==> src/rtl/clkrstgen.sv <==
// clkrstgen: board clock-and-reset generator.
//   Divides the board oscillator CLK by a runtime-selectable integer.
//   Provides a one-CLK rising-edge strobe for the divided clock.
//   Produces a system reset whose release coincides with a divided-clock falling edge.
//
// Build option: define CLKRSTGEN_STRETCH_EN to hold reset for RSTCYCLES
//   divided-clock rises after release. Without it, reset drops at the first
//   divided-clock fall after release, and RSTCYCLES is unused.
//
// Ports:
//   CLK             in   board oscillator, all flops on posedge
//   power_on_reset  in   asynchronous active-high reset
//   div             in   requested divisor (0 and 1 are clamped to 2)
//   div_load        in   one-CLK pulse that captures div as the pending divisor
//   clk             out  divided clock (registered)
//   clk_rise        out  one-CLK strobe, set on the CLK edge where clk rises
//   reset           out  system reset, active-high
//   cur_div         out  divisor of the current clk period
module clkrstgen #(
  parameter int unsigned DIVBITS     = 4,
  parameter int unsigned DEFAULT_DIV = 4,
  parameter int unsigned RSTCYCLES   = 16
) (
  input  logic               CLK,
  input  logic               power_on_reset,
  input  logic [DIVBITS-1:0] div,
  input  logic               div_load,
  output logic               clk,
  output logic               clk_rise,
  output logic               reset,
  output logic [DIVBITS-1:0] cur_div
);

  localparam int unsigned HW = DIVBITS + 1;

  typedef enum logic [1:0] {
    ST_ASSERT,
    ST_COUNT,
    ST_ALIGN,
    ST_RUN
  } state_t;

  state_t             r_state;
  logic [DIVBITS-1:0] r_cnt;
  logic [DIVBITS-1:0] r_cur_div;
  logic [DIVBITS-1:0] r_pend;
  logic               r_clk;
  logic               r_clk_rise;
  logic               r_reset;

  logic               w_run;
  logic               w_wrap;
  logic               w_rise;
  logic [DIVBITS-1:0] w_cnt_inc;
  logic [DIVBITS-1:0] w_half;
  logic [DIVBITS-1:0] w_div_clamped;

  // The phase counter holds during the first edge after release, which is ASSERT -> next state.
  assign w_run         = (r_state != ST_ASSERT);
  assign w_cnt_inc     = r_cnt + DIVBITS'(1);
  assign w_wrap        = w_run && (w_cnt_inc == r_cur_div);
  // ceil(d/2) is computed one bit wider, so d = 2^DIVBITS-1 cannot overflow.
  assign w_half        = DIVBITS'((HW'(r_cur_div) + HW'(1)) >> 1);
  // Because d >= 2, the rise point never equals the wrap point.
  assign w_rise        = w_run && !w_wrap && (w_cnt_inc == w_half);
  assign w_div_clamped = (div < DIVBITS'(2)) ? DIVBITS'(2) : div;

  // Phase counter, divided clock, strobe and divisor pipeline.
  always_ff @(posedge CLK or posedge power_on_reset) begin
    if (power_on_reset) begin
      r_cnt      <= '0;
      r_clk      <= 1'b0;
      r_clk_rise <= 1'b0;
      r_cur_div  <= DIVBITS'(DEFAULT_DIV);
      r_pend     <= DIVBITS'(DEFAULT_DIV);
    end else begin
      r_clk_rise <= w_rise;
      if (div_load) begin
        r_pend <= w_div_clamped;
      end
      if (w_wrap) begin
        // The wrap takes the pending value from before this edge.
        // A load on this same edge therefore waits for the next wrap.
        r_cnt     <= '0;
        r_clk     <= 1'b0;
        r_cur_div <= r_pend;
      end else if (w_run) begin
        r_cnt <= w_cnt_inc;
        if (w_rise) begin
          r_clk <= 1'b1;
        end
      end
    end
  end

`ifdef CLKRSTGEN_STRETCH_EN
  localparam int unsigned RCW = $clog2(RSTCYCLES + 1);
  logic [RCW-1:0] r_rcnt;

  // Reset sequencer: stretch over RSTCYCLES divided rises, then align to a fall.
  always_ff @(posedge CLK or posedge power_on_reset) begin
    if (power_on_reset) begin
      r_state <= ST_ASSERT;
      r_reset <= 1'b1;
      r_rcnt  <= '0;
    end else begin
      case (r_state)
        ST_ASSERT: r_state <= ST_COUNT;
        ST_COUNT: begin
          if (w_rise) begin
            if (r_rcnt == RCW'(RSTCYCLES - 1)) begin
              r_state <= ST_ALIGN;
            end else begin
              r_rcnt <= r_rcnt + RCW'(1);
            end
          end
        end
        ST_ALIGN: begin
          if (w_wrap) begin
            r_state <= ST_RUN;
            r_reset <= 1'b0;
          end
        end
        ST_RUN:  r_reset <= 1'b0;
        default: r_state <= ST_ASSERT;
      endcase
    end
  end
`else
  logic w_unused_rstcycles;
  assign w_unused_rstcycles = (RSTCYCLES != 0);

  // Reset sequencer without stretch: release at the first divided-clock fall.
  always_ff @(posedge CLK or posedge power_on_reset) begin
    if (power_on_reset) begin
      r_state <= ST_ASSERT;
      r_reset <= 1'b1;
    end else begin
      case (r_state)
        ST_ASSERT: r_state <= ST_ALIGN;
        ST_COUNT:  r_state <= ST_ALIGN;
        ST_ALIGN: begin
          if (w_wrap) begin
            r_state <= ST_RUN;
            r_reset <= 1'b0;
          end
        end
        ST_RUN:  r_reset <= 1'b0;
        default: r_state <= ST_ASSERT;
      endcase
    end
  end
`endif

  assign clk      = r_clk;
  assign clk_rise = r_clk_rise;
  assign reset    = r_reset;
  assign cur_div  = r_cur_div;

endmodule

==> config.mk <==
export PLATFORM = sky130hd
export DESIGN_NAME = clkrstgen
export DESIGN_NICKNAME = d
export VERILOG_FILES = /design/src/rtl/clkrstgen.sv
export SDC_FILE = /design/constraint.sdc
export NUM_CORES = 1
export LEC_CHECK = 0
export CORE_UTILIZATION = 58
export CTS_BUF_LIST = sky130_fd_sc_hd__clkbuf_8
export DETAILED_ROUTE_END_ITERATION = 7
export PLACE_DENSITY = 0.82
export SKIP_LAST_GASP = 1
export SLEW_MARGIN = 20
export SYNTH_ARGS = -nofsm -noshare
export SYNTH_HDL_FRONTEND = slang
export SYNTH_SLANG_ARGS = --single-unit
export TNS_END_PERCENT = 10
==> constraint.sdc <==
create_clock -name CLK -period 5.9 [get_ports CLK]
set_clock_uncertainty 0.2 [all_clocks]
set_input_delay 0.59 -clock CLK [delete_from_list [all_inputs] [get_ports CLK]]
set_output_delay 0.59 -clock CLK [all_outputs]
set_load 0.01 [all_outputs]
# == After elaboration in Yosys (flattened, before gate mapping) ==
# Index checks and enable logic that the tools add are counted.
# Widths: inputs -> output; s select.
# word_totals
reg_bits,17
input_bits,7
# classes
n_addsub,2
order_cmp,1
n_eq_ne,6
mux,10
n_reduce_logical,14
# ops
op,n
$mux 4,3
$reduce_bool 2->1,5
$eq 4x4->1,2
$reduce_and 2->1,3
$add 4x1->5 const B,1
$add 4x1->4 const B,1
$eq 2x2->1 const B,2
$lt 4x2->1 const B,1
$mux 1,4
$pmux 2 s2,1
$logic_and 1x1->1,3
$eq 2x1->1 const B,1
$logic_not 2->1,1
$mux 2,1
$ne 2x2->1 const B,1
$pmux 1 s2,1
$reduce_or 2->1,1
$logic_not 1->1,1

# == Longest topological paths before layout ==
# Gate-level depths: netlist (run 1).
# depth
ltp_word,9
depth_mapped,5
mapped_depth_nobuf,5

# == Worst setup path after synthesis (run 1) ==
# OpenSTA, ideal clock, no wires.
# synth_timing
path_kind,reg2reg
from,register r_cnt[0]
to,"register r_cur_div[0], in the netlist cur_div[0]"
setup_time_ns,0.125
arrival_ns,1.737
required_ns,5.575
path_slack_ns,3.838
path_stages_with_launch,6
path_buffers,0
period_less_slack_ns,2.062
path_cell_list,dfrtp_1 ha_1 xnor2_1 nand3_4 nor3_4 mux2_2
# synth_via
elab_chain_len,3
# synth_rtl
element,line,source
from (decl),44,logic [DIVBITS-1:0] r_cnt;
from (signal assigned),88,r_cnt <= w_cnt_inc;
$add 4x1->4,60,assign w_cnt_inc = r_cnt + DIVBITS'(1);
$eq 4x4->1,61,assign w_wrap = w_run && (w_cnt_inc == r_cur_div);
$logic_and 1x1->1,61,
to (signal assigned),74,r_cur_div <= DIVBITS'(DEFAULT_DIV);
to (signal assigned),86,r_cur_div <= r_pend;
to (decl),45,logic [DIVBITS-1:0] r_cur_div;
# No other way between the ends.
# A chain may end at the register's enable or synchronous reset.

# == Worst setup path in the final report (run 1) ==
# layout_timing
from,register r_cnt[0]
to,"register r_cur_div[3], in the netlist cur_div[3]"
# The elaborated chain is that of the path after synthesis.

==> summary.md, run 1 <==
| Metric | Value |
|---|---|
| Status | finished clean |
| Inserted Diodes | 0 |
| GRT Util Overall | 23.5% |
| Mapped Nets | 83 |
| Most common cell after layout, fill and taps aside | dfrtp_1 |
| Cell breakdown of the critical path | ha_1 > xnor2_1 > nand3_4 > nor3_4 > mux2_2 |
| Setup TNS | 0 ps |
| Via density | 5.76 |
| Post-synthesis compound-gate area fraction | 9.28% |
| Largest net degree at the start of global routing | 18 |
| Worst Path Max Fanout | 6 |
| Delay-heaviest family, CP | simple AND/OR/NAND/NOR gates |
| Worst-Margin Slew | 618 ps |
| Wirelength per Cell | 14.8 um |
| Fin crit period | 2260 ps |
| Buf/Inv on CP | 0 |
| CTS clk-pin slew, worst paths | 60 ps |
| WL final | 1550 um |
| Placeable Area | 1370 sq um |
| Crit end category | flip-flop |
| Initial Util | 65.1% |
| Critical Path AT | 2190 ps |
| Row count | 13 |
| Max Root-Sink Buffers | 2 |
| Remaining Overflow, GRT | 0 |
| # DRC | 0 |
| XOR/XNOR Fraction of Synth Area | 16.5% |
| Simple-Gate Fraction of Synth Area | 13.4% |
| Leak Pwr | 0.482 nW |
| Synthesized area per cell | 12.0 sq um |
| Hold Buf Count CTS | 0 |
| Cell Area, Synth | 890 sq um |
| Startpoint class of the critical path | flip-flop |
| Hpwl dp | 1160 um |
| Worst r2r src | r_cnt[0] |
| Seq/Total Area, Yosys | 48.2% |
| Detail Route Antenna Nets | 0 |
| Period utilization | 38.3% |
| Initial antenna violation count | 0 |
| Max VDD drop | 0.319 mV |
| Type of the worst min-delay path | reg -> reg |
| PostCTS Resize Cnt | 0 |
| First-pass GRT wire length | 2480 um |
| Critical Path End | cur_div[3] |
| Post-route cell area | 1080 sq um |
| Slowest cell delay on critical path | 460 ps |
| Reg-to-reg slack, setup | 3640 ps |
| Met1 usage | 34.3% |
| Post-DP Area | 1030 sq um |
| IO Pins | 14 |
| Max-Cap Viols | 0 |
| Met2 usage | 33.6% |
| Slew Viols, Final | 0 |
| Critical path type | reg -> reg |
| Nets | 100 |
| Chip Height | 41.2 um |
| Number of port buffers | 13 |
| RSZ-0062 raised after global routing | no |
| Reg2reg path depth | 5 |
| Highest clock rate | 0.443 GHz |
| CTS buffer count | 3 |
| Adder-Cell Fraction of Synth Area | 2.81% |
| Worst rel slew slack | 58.8% |
| Final core utilization | 78.9% |
| Area Growth Syn to Fin | 21.2% |
| Worst EP required | 5830 ps |
| Vias | 605 |
| Slowest stage cell, crit path | dfrtp_1 |
| Grt met3 use | 3.26% |
| Main combinational cell family by area after synthesis | XOR/XNOR gates |
| Post-CTS Repair Setup Buffers | 0 |
| CTS Sinks | 17 |
| Vias in the first global route | 552 |
| Yosys reg bits | 17 |
| Die X-Extent | 41.2 um |
| Worst-Skew Late Latency | 240 ps |
| Drt initial violations | 11 |
| Final GP Congestion | 0.778 |
| Die area | 1690 sq um |
| Final setup fails | 0 |
| Layout cells sized above 1 | 18.9% |
| Mapped Cells | 74 |
| CTS tree | yes |
| PD cells | 551 nW/um^2 |
| H-tree depth | 1 |
| Fin. Hold Viols | 0 |
| Total power | 595 uW |
| Critical path depth | 5 |
| Synth cell types | 29 |
| Busiest layer in global routing | met1 |
| CTS root buffer | clkbuf_8 |
| Critical path origin | r_cnt[0] |
| Reg-to-Reg End | cur_div[3] |
| Multiplexer share of the synthesized area | 7.59% |
| Commonest cells after routing, fill and taps aside | 14 x dfrtp_1, 13 x clkdlybuf4s50_1, 6 x mux2_2, 5 x nor2_1, 5 x nand2_1 |
| DR pass1 iterations | 4 |
| Synthesis warning total | 0 |
[layout make-up]
| type | count | area [sq um] |
|---|---|---|
| clock buffers | 3 | 41.3 |
| clock inverters | 1 | 3.75 |
| fillers | 97 | 288 |
| inverters | 3 | 11.3 |
| multi-input cells | 53 | 444 |
| flip-flops and latches | 17 | 429 |
| well taps | 15 | 18.8 |
| repair buffers | 13 | 130 |
[Yosys cell counts]
master	n	area share [%]
o21ai_0	4	2.3
inv_1	3	1.3
ha_1	2	2.8
xor2_1	4	3.9
mux2_2	6	7.6
nor2b_1	1	0.70
xnor3_2	1	2.7
nand4_1	1	0.70
nand3_4	1	2.0
conb_1	1	0.42
nand2_1	5	2.1
and2_1	1	0.70
o21bai_1	1	0.84
nor3b_1	1	0.84
dfrtp_1	14	39
a21boi_0	1	0.84
nand3_1	3	1.7
o22ai_1	3	2.1
nor3_4	1	1.8
o311ai_0	1	0.98
o211ai_1	2	1.7
xnor2_1	3	3.0
xnor2_2	1	1.8
or2_2	1	0.70
dfstp_2	3	8.9
buf_2	1	0.56
a21oi_1	1	0.56
nor2_1	5	2.1
xnor3_1	2	5.1
[state kept, by name, indices dropped and copies added, names as in the netlist]
register	flops
cur_div	4
r_cnt	4
r_pend	4
r_state	2
clk	1
clk_rise	1
reset	1
[power by group]
| part | total (mW) | switching [mW] | internal (mW) |
|---|---|---|---|
| Clock | 0.0825 | 0.0364 | 0.0460 |
| Sequential | 0.200 | 0.0439 | 0.156 |
| Combinational | 0.312 | 0.146 | 0.166 |
[cell families after synthesis]
kind of cell | after synthesis
buffers and inverters | 4
XOR/XNOR | 11
adder cells (fa/ha/maj) | 2
other | 1
AO/OA/AOI/OAI | 13
flip-flops | 17
AND/OR/NAND/NOR | 20
multiplexers | 6
[routing by layer]
layer | vias to the layer above | part of all wire (%)
met4 | 0 | 0.77
met2 | 9 | 46
met3 | 2 | 2.5
li1 | 291 | -
met1 | 303 | 51
met5 | - | 0
[per-stage QoR]
stage	cells	hold slack (ps)	worst slack (ps)
floorplan	74	234	3840
global placement	101	269	3750
detailed placement	101	280	3680
CTS	105	288	3660
global route	105	302	3580
finish	105	288	3640
[worst min path at each step]
| stage | startpoint | endpoint | slack [ps] | cells past startpoint |
|---|---|---|---|---|
| finish | reset | reset | 290 | 1 |
| global route | reset | reset | 300 | 1 |
| CTS | reset | reset | 290 | 1 |
| detailed placement | reset | reset | 280 | 1 |
| global placement | r_state[1] | reset | 270 | 1 |
| floorplan | r_state[1] | reset | 230 | 1 |
No activity file was read; power rests on OpenSTA's default activity.
==> inputs of run 2 (changes only) <==
--- a/config.mk
+++ b/config.mk
@@ -5,10 +5,10 @@
 export SDC_FILE = /design/constraint.sdc
 export NUM_CORES = 1
 export LEC_CHECK = 0
-export CORE_UTILIZATION = 58
+export CORE_UTILIZATION = 49
 export CTS_BUF_LIST = sky130_fd_sc_hd__clkbuf_8
 export DETAILED_ROUTE_END_ITERATION = 7
-export PLACE_DENSITY = 0.82
+export PLACE_DENSITY = 0.74
 export SKIP_LAST_GASP = 1
 export SLEW_MARGIN = 20
 export SYNTH_ARGS = -nofsm -noshare
==> constraint.sdc (replaced) <==
create_clock -name CLK -period 2 [get_ports CLK]
set_clock_uncertainty 0.2 [all_clocks]
set_input_delay 0.2 -clock CLK [delete_from_list [all_inputs] [get_ports CLK]]
set_output_delay 0.2 -clock CLK [all_outputs]
set_load 0.01 [all_outputs]
==> summary.md, run 2 (synthesis gave the netlist of run 1 again) <==
| Metric | Value |
|---|---|
| Status | finished clean |
| Crit end category | flip-flop |
| Row count | 15 (+2) |
| Hold Buf Count CTS | 0 (unchanged) |
| Critical path type | reg -> reg |
| Type of the worst min-delay path | in -> async |
| Fin crit period | 1900 ps (-357 ps) |
| Grt met3 use | 2.45% (-0.81 points) |
| Fin. Hold Viols | 0 (unchanged) |
| CTS root buffer | clkbuf_8 |
| Startpoint class of the critical path | flip-flop |
| Worst rel slew slack | 57.4% (-1.4 points) |
| Worst-Skew Late Latency | 250 ps (about the same) |
| Final hold slack | 131 ps (-157 ps) |
| Remaining Overflow, GRT | 0 (unchanged) |
| Initial antenna violation count | 0 (unchanged) |
| Max Root-Sink Buffers | 2 (unchanged) |
| Die area | 1990 sq um (+17%) |
| Worst-Margin Slew | 639 ps (+21.1 ps) |
| Final setup fails | 0 (unchanged) |
| PD cells | 1690 nW/um^2 (+210%) |
| Highest clock rate | 0.526 GHz (+19%) |
| Vias in the first global route | 603 (+9.2%) |
| Number of port buffers | 13 (unchanged) |
| Finished Layout Cells | 122 (+16%) |
| GRT Util Overall | 19.0% (-4.4 points) |
| Die X-Extent | 44.6 um (+8.4%) |
| Met1 usage | 24.9% (-9.3 points) |
| Final GP Congestion | 0.775 (-0.46%) |
| Leak Pwr | 0.523 nW (+8.5%) |
| Nets | 107 (+7.0%) |
| Inserted Diodes | 0 (unchanged) |
| Drt initial violations | 5 (-6) |
| IO Pins | 14 (unchanged) |
| # DRC | 0 (unchanged) |
| Setup WS pre-CTS | -6.49 ps (-3680 ps) |
| Via density | 5.02 (-13%) |
| Total power | 1.99 mW (+230%) |
| Chip Height | 44.6 um (+8.4%) |
| H-tree depth | 1 (unchanged) |
| Period utilization | 95.1% (+57 points) |
| Hpwl dp | 1210 um (+4.4%) |
| CTS tree | yes |
| First-pass GRT wire length | 2620 um (+5.3%) |
| Initial Util | 52.1% (-13 points) |
| Max VDD drop | 0.929 mV (+190%) |
| Fillcell total | 131 (+35%) |
| Max-Cap Viols | 0 (unchanged) |
| CTS Sinks | 17 (unchanged) |
| Final worst slack | 98.2 ps (-3540 ps) |
| Detail Route Antenna Nets | 0 (unchanged) |
| DR pass1 iterations | 2 (-2) |
| RSZ-0062 raised after global routing | no |
| Critical Path AT | 1840 ps (-350 ps) |
| Worst Path Max Fanout | 6 (unchanged) |
| Placeable Area | 1710 sq um (+25%) |
| Worst EP required | 1940 ps (-3890 ps) |
| Largest net degree at the start of global routing | 18 (unchanged) |
| Wirelength per Cell | 13.0 um (-12%) |
| Met2 usage | 30.3% (-3.3 points) |
| WL final | 1590 um (+2.1%) |
| Layout cells sized above 1 | 27.8% (+8.9 points) |
| Vias | 613 (+1.3%) |
| Busiest layer in global routing | met2 |
| Commonest cells after routing, fill and taps aside | 14 x dfrtp_1, 13 x clkdlybuf4s50_1, 7 x buf_4, 6 x mux2_2 |
| Most common cell after layout, fill and taps aside | dfrtp_1 |
| Final core utilization | 69.1% (-9.9 points) |
| CTS buffer count | 3 (unchanged) |
| Slew Viols, Final | 0 (unchanged) |
| Area Growth Syn to Fin | 32.6% |
| CTS clk-pin slew, worst paths | 70 ps (about the same) |
| Number of placed cells counting well taps | 117 (+16%) |
==> run 2: changes by cell type in the layout (fill, tap and decap cells not counted), sizes merged <==
cell and delta:
buf +7
==> run 2: where the power goes <==
group	switching (mW)	internal (mW)	leakage, nW	total, mW
sequential	0.105	0.459	0.199	0.564
clock	0.116	0.136	0.0269	0.252
combinational	0.524	0.651	0.297	1.17
total	0.745	1.25	0.523	1.99
==> run 2: area by class of cell <==
class	count	area (sq um)	area share, %
Clock buffer	3	41.3	3.50
Multi-Input combinational cell	53	480	40.7
Sequential cell	17	429	36.4
Tap cell	25	31.3	2.65
Clock inverter	1	3.75	0.318
Timing Repair Buffer	20	183	15.5
Inverter	3	11.3	0.954
==> run 2: through the flow <==
step	setup TNS (ps)	instance area, sq um
floorplan	0	897
CTS	0	1160
global placement	0	1100
global route	0	1180
finish	0	1180
detailed placement	-10.1	1100
==> run 2: worst paths after layout <==
check                                    start          to  slack (ps)  depth (start not counted)
worst max-delay path                  r_cnt[0]  cur_div[0]         100                          5
worst min-delay path            power_on_reset    clk_rise         130                          2
worst max register to register        r_cnt[0]  cur_div[0]         100                          5
worst min register to register      r_state[1]       reset         270                          1
max in group asynchronous       power_on_reset    r_cnt[0]        1060                          2
min in group CLK                    r_state[1]       reset         270                          1
==> run 2: worst max-delay path, cell delays in order (launching register included) <==
cell,delay (ps)
dfrtp_1,410
ha_4,270
xnor2_2,170
nand3_4,130
nor3_4,240
mux2_2,370
==> run 2: layer usage <==
layer  vias up  routed length (um)
met5         -                   0
met4         0                  10
met3         2                  33
met2        11                 785
met1       295                 755
li1        305                   -
==> run 2: repair_timing <==
action | 4_1_cts | 5_1_grt
pin swaps | 1 | 1
gates resized for setup | 1 | 2
setup endpoints to repair | 3 | 4
hold endpoints to repair | 0 | 0
buffers inserted | 0 | 1
